### src/rtl/mux_route_ctrl.sv
// mux_route_ctrl: byte-command controller for the console pin crossbar.
// Edits a shadow routing table and commits it atomically to the active map.
module mux_route_ctrl #(
   parameter int INPUT_COUNT  = 16,
   parameter int OUTPUT_COUNT = 16,
   localparam int SEL_W = $clog2(INPUT_COUNT)
) (
   input  logic                          clk,
   input  logic                          rst_n,
   input  logic                          cmd_valid,
   output logic                          cmd_ready,
   input  logic [7:0]                    cmd_data,
   output logic                          rsp_valid,
   input  logic                          rsp_ready,
   output logic [7:0]                    rsp_data,
   output logic [0:SEL_W*OUTPUT_COUNT-1] selectors,
   output logic                          dirty
);

   localparam int OUT_W = (OUTPUT_COUNT > 1) ? $clog2(OUTPUT_COUNT) : 1;

   localparam logic [7:0] OP_SET    = 8'h01;
   localparam logic [7:0] OP_COMMIT = 8'h02;
   localparam logic [7:0] OP_CLEAR  = 8'h03;
   localparam logic [7:0] OP_READ   = 8'h04;

   localparam logic [7:0] ST_OK     = 8'h00;
   localparam logic [7:0] ST_BAD_OP = 8'hE1;
   localparam logic [7:0] ST_RANGE  = 8'hE2;

   typedef enum logic [2:0] {
      IDLE,
      ARG1,
      ARG2,
      EXEC,
      RESP
   } state_t;

   state_t state_q;
   state_t state_d;

   logic [7:0] op_q;
   logic [7:0] out_q;
   logic [7:0] src_q;
   logic [7:0] rsp_q;

   logic [SEL_W-1:0] shadow [OUTPUT_COUNT];
   logic [SEL_W-1:0] active [OUTPUT_COUNT];

   logic             cmd_fire;
   logic             is_set;
   logic             is_commit;
   logic             is_clear;
   logic             is_read;
   logic             bad_out;
   logic             bad_src;
   logic [OUT_W-1:0] out_idx;
   logic [SEL_W-1:0] src_sel;

   function automatic logic [SEL_W-1:0] ident(input int i);
      return SEL_W'(i % INPUT_COUNT);
   endfunction

   assign cmd_fire  = cmd_valid & cmd_ready;
   assign is_set    = (op_q == OP_SET);
   assign is_commit = (op_q == OP_COMMIT);
   assign is_clear  = (op_q == OP_CLEAR);
   assign is_read   = (op_q == OP_READ);

   // Indices are range-checked at their full byte width before use.
   assign bad_out = int'(out_q) >= OUTPUT_COUNT;
   assign bad_src = int'(src_q) >= INPUT_COUNT;
   assign out_idx = out_q[OUT_W-1:0];
   assign src_sel = src_q[SEL_W-1:0];

   assign rsp_data = rsp_q;

   // State register.
   always_ff @(posedge clk or negedge rst_n) begin
      if (!rst_n) begin
         state_q <= IDLE;
      end else begin
         state_q <= state_d;
      end
   end

   // Next state and handshake outputs.
   always_comb begin
      state_d   = state_q;
      cmd_ready = 1'b0;
      rsp_valid = 1'b0;
      unique case (state_q)
         IDLE: begin
            cmd_ready = 1'b1;
            if (cmd_valid) begin
               if (cmd_data == OP_SET || cmd_data == OP_READ) begin
                  state_d = ARG1;
               end else begin
                  state_d = EXEC;
               end
            end
         end
         ARG1: begin
            cmd_ready = 1'b1;
            if (cmd_valid) begin
               state_d = is_set ? ARG2 : EXEC;
            end
         end
         ARG2: begin
            cmd_ready = 1'b1;
            if (cmd_valid) begin
               state_d = EXEC;
            end
         end
         EXEC: begin
            state_d = RESP;
         end
         RESP: begin
            rsp_valid = 1'b1;
            if (rsp_ready) begin
               state_d = IDLE;
            end
         end
         default: begin
            state_d = IDLE;
         end
      endcase
   end

   // Latch opcode and argument bytes as they are accepted.
   always_ff @(posedge clk or negedge rst_n) begin
      if (!rst_n) begin
         op_q  <= '0;
         out_q <= '0;
         src_q <= '0;
      end else if (cmd_fire) begin
         case (state_q)
            IDLE:    op_q  <= cmd_data;
            ARG1:    out_q <= cmd_data;
            ARG2:    src_q <= cmd_data;
            default: ;
         endcase
      end
   end

   // Execute the command against the tables and load the status byte.
   always_ff @(posedge clk or negedge rst_n) begin
      if (!rst_n) begin
         rsp_q <= '0;
         for (int i = 0; i < OUTPUT_COUNT; i++) begin
            shadow[i] <= ident(i);
            active[i] <= ident(i);
         end
      end else if (state_q == EXEC) begin
         unique case (1'b1)
            is_set: begin
               if (bad_out || bad_src) begin
                  rsp_q <= ST_RANGE;
               end else begin
                  shadow[out_idx] <= src_sel;
                  rsp_q           <= ST_OK;
               end
            end
            is_commit: begin
               for (int i = 0; i < OUTPUT_COUNT; i++) begin
                  active[i] <= shadow[i];
               end
               rsp_q <= ST_OK;
            end
            is_clear: begin
               for (int i = 0; i < OUTPUT_COUNT; i++) begin
                  shadow[i] <= ident(i);
               end
               rsp_q <= ST_OK;
            end
            is_read: begin
               if (bad_out) begin
                  rsp_q <= ST_RANGE;
               end else begin
                  rsp_q <= 8'(active[out_idx]);
               end
            end
            default: begin
               rsp_q <= ST_BAD_OP;
            end
         endcase
      end
   end

   // Uncommitted edits exist whenever any shadow entry differs from active.
   always_comb begin
      dirty = 1'b0;
      for (int i = 0; i < OUTPUT_COUNT; i++) begin
         if (shadow[i] != active[i]) begin
            dirty = 1'b1;
         end
      end
   end

   // Pack the active map, output 0 in the leftmost field.
   always_comb begin
      selectors = '0;
      for (int i = 0; i < OUTPUT_COUNT; i++) begin
         selectors[i*SEL_W +: SEL_W] = active[i];
      end
   end

endmodule

### config.mk
export PLATFORM = sky130hd
export DESIGN_NAME = mux_route_ctrl
export DESIGN_NICKNAME = d
export VERILOG_FILES = /design/src/rtl/mux_route_ctrl.sv
export SDC_FILE = /design/constraint.sdc
export NUM_CORES = 1
export LEC_CHECK = 0
export BUFFER_PORTS_ARGS = -buffer_cell sky130_fd_sc_hd__buf_2
export CELL_PAD_IN_SITES_DETAIL_PLACEMENT = 0
export CELL_PAD_IN_SITES_GLOBAL_PLACEMENT = 1
export CORE_ASPECT_RATIO = 1.1
export CORE_UTILIZATION = 35
export DETAILED_ROUTE_END_ITERATION = 12
export GPL_TIMING_DRIVEN = 0
export PLACE_DENSITY = 0.61
export SLEW_MARGIN = 10
export SYNTH_ARGS = -nofsm -noshare
export SYNTH_HDL_FRONTEND = slang
export SYNTH_SLANG_ARGS = --single-unit
### constraint.sdc
create_clock -name clk -period 4.47 [get_ports clk]
set_clock_uncertainty 0.15 [all_clocks]
set_input_delay 0.2235 -clock clk [delete_from_list [all_inputs] [get_ports clk]]
set_output_delay 0.2235 -clock clk [all_outputs]
set_load 0.005 [all_outputs]
# == Yosys cells after proc, flatten, opt, wreduce, memory -nomap -nowiden ==
# Index checks and enable logic that the tools add are counted.
# word_totals
reg_bits,163
input_bits,12
output_inout_bits,75
word_cells,123
# classes
order_cmp,4
n_eq_ne,31
muxes,36
bitwise,2
n_reduce_logical,13
# op_table
cell,n
one-hot mux 64 bit (2 select lines),1
bitwise mux 64 bit,1
two-way mux 64 bit,1
!= test 4 bit,16
one-hot mux 8 bit (3 select lines),1
two-way mux 1 bit,19
binary-select mux 4 bit (select 4 bit),1
demux 4 bit (select 4 bit),1
"== test 8 x 1 -> 1 bit, second input constant",2
"== test 8 x 2 -> 1 bit, second input constant",2
"== test 8 x 3 -> 1 bit, second input constant",2
"greater-or-equal comparator 8 x 5 -> 1 bit, second input constant",2
two-way mux 8 bit,2
one-hot mux 3 bit (5 select lines),1
two-way mux 3 bit,4
two-way mux 4 bit,3
"!= test 2 bit, second input constant",5
AND reduction 2 bit,4
"== test 3 x 2 -> 1 bit, second input constant",2
"greater-or-equal comparator 5 bit, second input constant",1
"less-than comparator 5 x 1 -> 1 bit, second input constant",1
inverter 4 -> 5 bit,1
AND reduction 4 bit,1
"== test 3 x 1 -> 1 bit, second input constant",1
10 further kinds,11

# == Longest topological paths before layout ==
# depth
depth_word,17
depth_mapped,7
mapped_depth_nobuf,4

# == Worst setup path before layout ==
# OpenSTA, ideal clock, no wires.
# synth_path
kind,reg-to-reg
from,reg op_q[4]
to,"reg active, in the netlist selectors[50]"
t_arrival_ps,2351
required_time_ps,4195
setup_slack_ps,1844
stages_incl_launch_ff,6
path_buffers,1
synth_period_minus_slack_ps,2626
cell_sequence,dfrtp_1 or4_4 or3_1 nor4_4 buf_6 mux2_2
# synth_via
elab_chain_len,2
# synth_rtl
item,line_no,rtl
"start, declared",42,logic [7:0] op_q;
"start signal, assigned",138,IDLE: op_q <= cmd_data;
== test 8 x 2 -> 1 bit,66,assign is_commit = (op_q == OP_COMMIT);
AND reduction 2 bit (no line),-,
"end signal, assigned by index",152,active[i] <= ident(i);
"end signal, assigned by index",166,active[i] <= shadow[i];
"end, declared",48,logic [SEL_W-1:0] active [OUTPUT_COUNT];
# No other way between the ends.
# A chain may end at the register's enable or synchronous reset.

# == Final worst setup path ==
# layout_path
from,reg out_q[1]
to,"reg rsp_q[1], in the netlist rsp_data[1]"
# layout_via
elab_chain_len,6
word_cells_on_any_way,9
classes_between,order compare: 1; mux: 6; bitwise: 1; reduce/logical: 1
# layout_rtl
item,line_no,rtl
"start, declared",43,logic [7:0] out_q;
"start signal, assigned",139,ARG1: out_q <= cmd_data;
inverter 4 -> 5 bit (implied by the code),180,rsp_q <= 8'(active[out_idx]);
binary-select mux 4 bit (select 4 bit),180,
two-way mux 4 bit (implied by the code) (2 in series),180,
two-way mux 8 bit,177,if (bad_out) begin
one-hot mux 8 bit (3 select lines) *,155,unique case (1'b1)
"end signal, assigned",180,
"end, declared",45,logic [7:0] rsp_q;
# Every way passes the cells marked *; elsewhere a longest branch is shown, timed or not. The select of a mux whose other input is x is not followed.

==> run summary <==
Max clock buf depth = 2
Endpoint arrival time on the critical path = 3.38 ns
Total track usage = 0.228
Number of diodes = 0
Grt ovf = 0
Worst skew pair latency = 0.43 ns
Largest net degree at the start of global routing = 83
Area grow syn2layout = 20.1%
Number of synthesized flops with an enable pin = 0
Avg Inst Size Synth = 12.4 um2
Post-route insts no fill = 1062
Post-DRT Antenna Nets = 0
Post-Syn Area = 7850 um2
Crit-path cells = clkbuf_1 -> buf_1 -> mux4_2 -> a22o_1 -> o21ai_0 -> nand2_1
Combinational Power Share = 0.288
GP Congestion = 0.842
Final Critical Period = 3.23 ns
# rows = 57
CORE AREA = 22000 um2
Hpwl dp = 18500 um
Via density = 5.59
Most common cell in the netlist = dfrtp_1
Leading register cell type out of synthesis = dfrtp_1
Reg2Reg Depth = 6
Via count = 5933
First-pass GRT wire length = 37900 um
Setup TNS = 0 ns
Worst path max stage delay = 0.75 ns
Fin. Hold Viols = 0
CTS tree = built
Relative max-transition margin = 0.225
Yosys warnings = 0
Sequential area share after synthesis = 0.520
Initial Utilization = 0.356
Yosys cell types = 47
Critical R2R Launch = out_q[1]$_DFFE_PN0P_
Power Density = 484 nW/um2
Worst vdd ir = 0.314 mV
Critical path endpoint category = flip-flop
Final Routed Wirelength = 25100 um
Least-Margin Pin Slew = 1.15 ns
Clock slew at the register clock pins of the worst setup and hold paths = 0.06 ns
Switching pwr = 1.62 mW
Slowest stage cell, crit path = buf_1
Post-layout net count = 766
Flop2flop setup slack = 1.24 ns
I/O pin count = 87
Power Total = 4.56 mW
Share of layout cells above drive strength 1 = 0.392
IO Port Bufs = 85
Die H = 159 um
Status = complete, no violations
Die area = 23000 um2
Synthesized flop and latch total = 160
CP Class = flip-flop to flip-flop
Initial antenna violation count = 0
Post-detailed-route wirelength per cell = 23.7 um
Post-synth top area share = 0.306
Net Count, Synth = 644
Cells after DPL = 1019
Drt drc = 0
Maximum clock rate = 0.310 GHz
Largest area contributor in the netlist = dfrtp_1
Die width = 145 um
First drt pass iteration count = 5
Final Cell Area = 9430 um2
Register share of total power = 0.413
Cell Area, Placed = 8760 um2
Synth cell count leaders = 96 x dfrtp_1, 82 x mux2_2, 64 x dfstp_2, 64 x xnor2_1, 32 x a2bb2oi_1
Clk network pwr share = 0.300
Period utilization = 0.723
Fin Hold WS = 0.228 ns
Switch share = 0.355
Max Slew Vio Count = 0
Critical Path RT = 4.62 ns
Fill cells = 2102
Cell at the root of the clock tree = clkbuf_16
Mapped Cells = 632
Area of the multi-input gates = 3490 um2
Largest cells by area after synthesis = dfrtp_1 31%, dfstp_2 21%, mux2_2 12%
Synth async-reset ratio = 1.00
RSZ-0062 raised after global routing = no
Leak = 3.91 nW
Clock H-tree levels = 4
Vias in the first global route = 6042
CP max FO = 10
Initial drt markers = 422
Setup violators final = 0
Max-cap violation count = 0
CTS buffer count = 17
HP Class = input port to asynchronous set/reset pin
Startpoint types = flip-flop
FF-to-FF End = rsp_data[1]$_DFFE_PN0N_
Power Internal = 2.95 mW
Sequential cell area = 4080 um2
CTS sink count = 160
==> power by group through the flow <==
stage | Clock [mW] | Combinational, mW | Sequential, mW
finish | 1.37 | 1.31 | 1.88
global route | 1.45 | 1.42 | 1.91
CTS | 1.39 | 1.29 | 1.88
detailed placement | 0 | 1.28 | 1.90
global placement | 0 | 1.25 | 1.89
floorplan | 0 | 0.848 | 1.83
==> how the worst max path moves through the flow <==
stage,slack [ns],start,endpoint,cells past startpoint
after global routing,1.03,out_q[6]$_DFFE_PN0P_,shadow[34]$_DFFE_PN1P_,5
after floorplan,1.84,op_q[4]$_DFFE_PN0P_,selectors[50]$_DFFE_PN0P_,5
final,1.24,out_q[1]$_DFFE_PN0P_,rsp_data[1]$_DFFE_PN0N_,6
after CTS,1.17,out_q[0]$_DFFE_PN0P_,shadow[12]$_DFFE_PN0P_,5
after detailed placement,1.15,out_q[0]$_DFFE_PN0P_,shadow[12]$_DFFE_PN0P_,5
after global placement,0.47,out_q[6]$_DFFE_PN0P_,shadow[53]$_DFFE_PN1P_,5
==> metrics by stage <==
stage | setup WS, ns | util
6_report | 1.24 | 0.428
5_1_grt | 1.03 | 0.428
4_1_cts | 1.17 | 0.427
3_5_place_dp | 1.15 | 0.397
3_3_place_gp | 0.471 | 0.392
2_1_floorplan | 1.84 | -
==> cells by family after synthesis <==
| group | count (synthesis) | synth area share |
|---|---|---|
| AO/OA/AOI/OAI | 111 | 0.107 |
| AND/OR/NAND/NOR | 124 | 0.0896 |
| XOR/XNOR | 65 | 0.0726 |
| multiplexers | 102 | 0.169 |
| other | 1 | 0.000478 |
| buffers and inverters | 69 | 0.0403 |
| flip-flops | 160 | 0.520 |
==> critical path: cells and delay by family, from the launching register on <==
kind / cells / cell delay (ns)
flops: 1 / 0.38
mux: 1 / 0.45
simple gates: 1 / 0.10
compound gates: 2 / 0.56
buf+inv: 2 / 1.45
==> routing by layer <==
metal,vias to the layer above,share of wire,track usage,routed length [um]
met2,174,0.49,0.372,12300
met5,-,0,0,0
met3,35,0.040,0.0367,994
met1,3113,0.45,0.307,11200
li1,2611,-,-,-
met4,0,0.024,0.0737,599
==> registers in the layout (all words and copies together), names as in the netlist <==
signal     count
op_q           8
out_q          8
rsp_data       5
selectors     64
shadow        64
src_q          8
state_q        3
==> area by class of cell <==
cell class / count / share of cell area
Multi-Input combinational cell: 403 / 0.371
Clock inverter: 9 / 0.00624
Timing Repair Buffer: 103 / 0.0653
Buffer: 37 / 0.0208
Inverter: 32 / 0.0127
Sequential cell: 160 / 0.433
Clock buffer: 23 / 0.0519
Tap cell: 295 / 0.0392
==> cell usage in the layout, fill, tap and decap left out, types with 3 or more instances in the layout <==
| cell type | netlist | layout |
|---|---|---|
| buf_4 | 3 | 6 |
| inv_1 | 31 | 31 |
| o21ai_0 | 11 | 11 |
| nor2b_1 | 6 | 6 |
| nor4_2 | 1 | 5 |
| dlygate4sd3_1 | 0 | 11 |
| and3_1 | 16 | 16 |
| nand3_1 | 16 | 16 |
| clkbuf_16 | 0 | 18 |
| nor3_1 | 3 | 3 |
| nand2_1 | 27 | 27 |
| buf_1 | 2 | 3 |
| xnor2_1 | 64 | 64 |
| a2111oi_1 | 0 | 14 |
| o41ai_1 | 4 | 4 |
| buf_6 | 6 | 7 |
| a22o_1 | 7 | 7 |
| mux2_2 | 82 | 82 |
| clkbuf_1 | 25 | 28 |
| mux2_1 | 4 | 4 |
| o22ai_1 | 28 | 28 |
| clkinvlp_4 | 0 | 4 |
| nor2_1 | 6 | 6 |
| dfstp_2 | 64 | 64 |
| a2bb2oi_1 | 32 | 32 |
| a21oi_1 | 5 | 5 |
| nand4_1 | 23 | 23 |
| buf_2 | 1 | 86 |
| clkinv_2 | 0 | 4 |
| nor4_1 | 15 | 11 |
| dfrtp_1 | 96 | 96 |
| mux4_2 | 16 | 16 |
==> repair_timing <==
item / 4_1_cts / 5_1_grt
setup buffers: 0 / 0
hold buffers: 11 / 0
gates resized for setup: 0 / 0
hold endpoints to repair: 73 / 0
(Power assumes the default switching activity.)
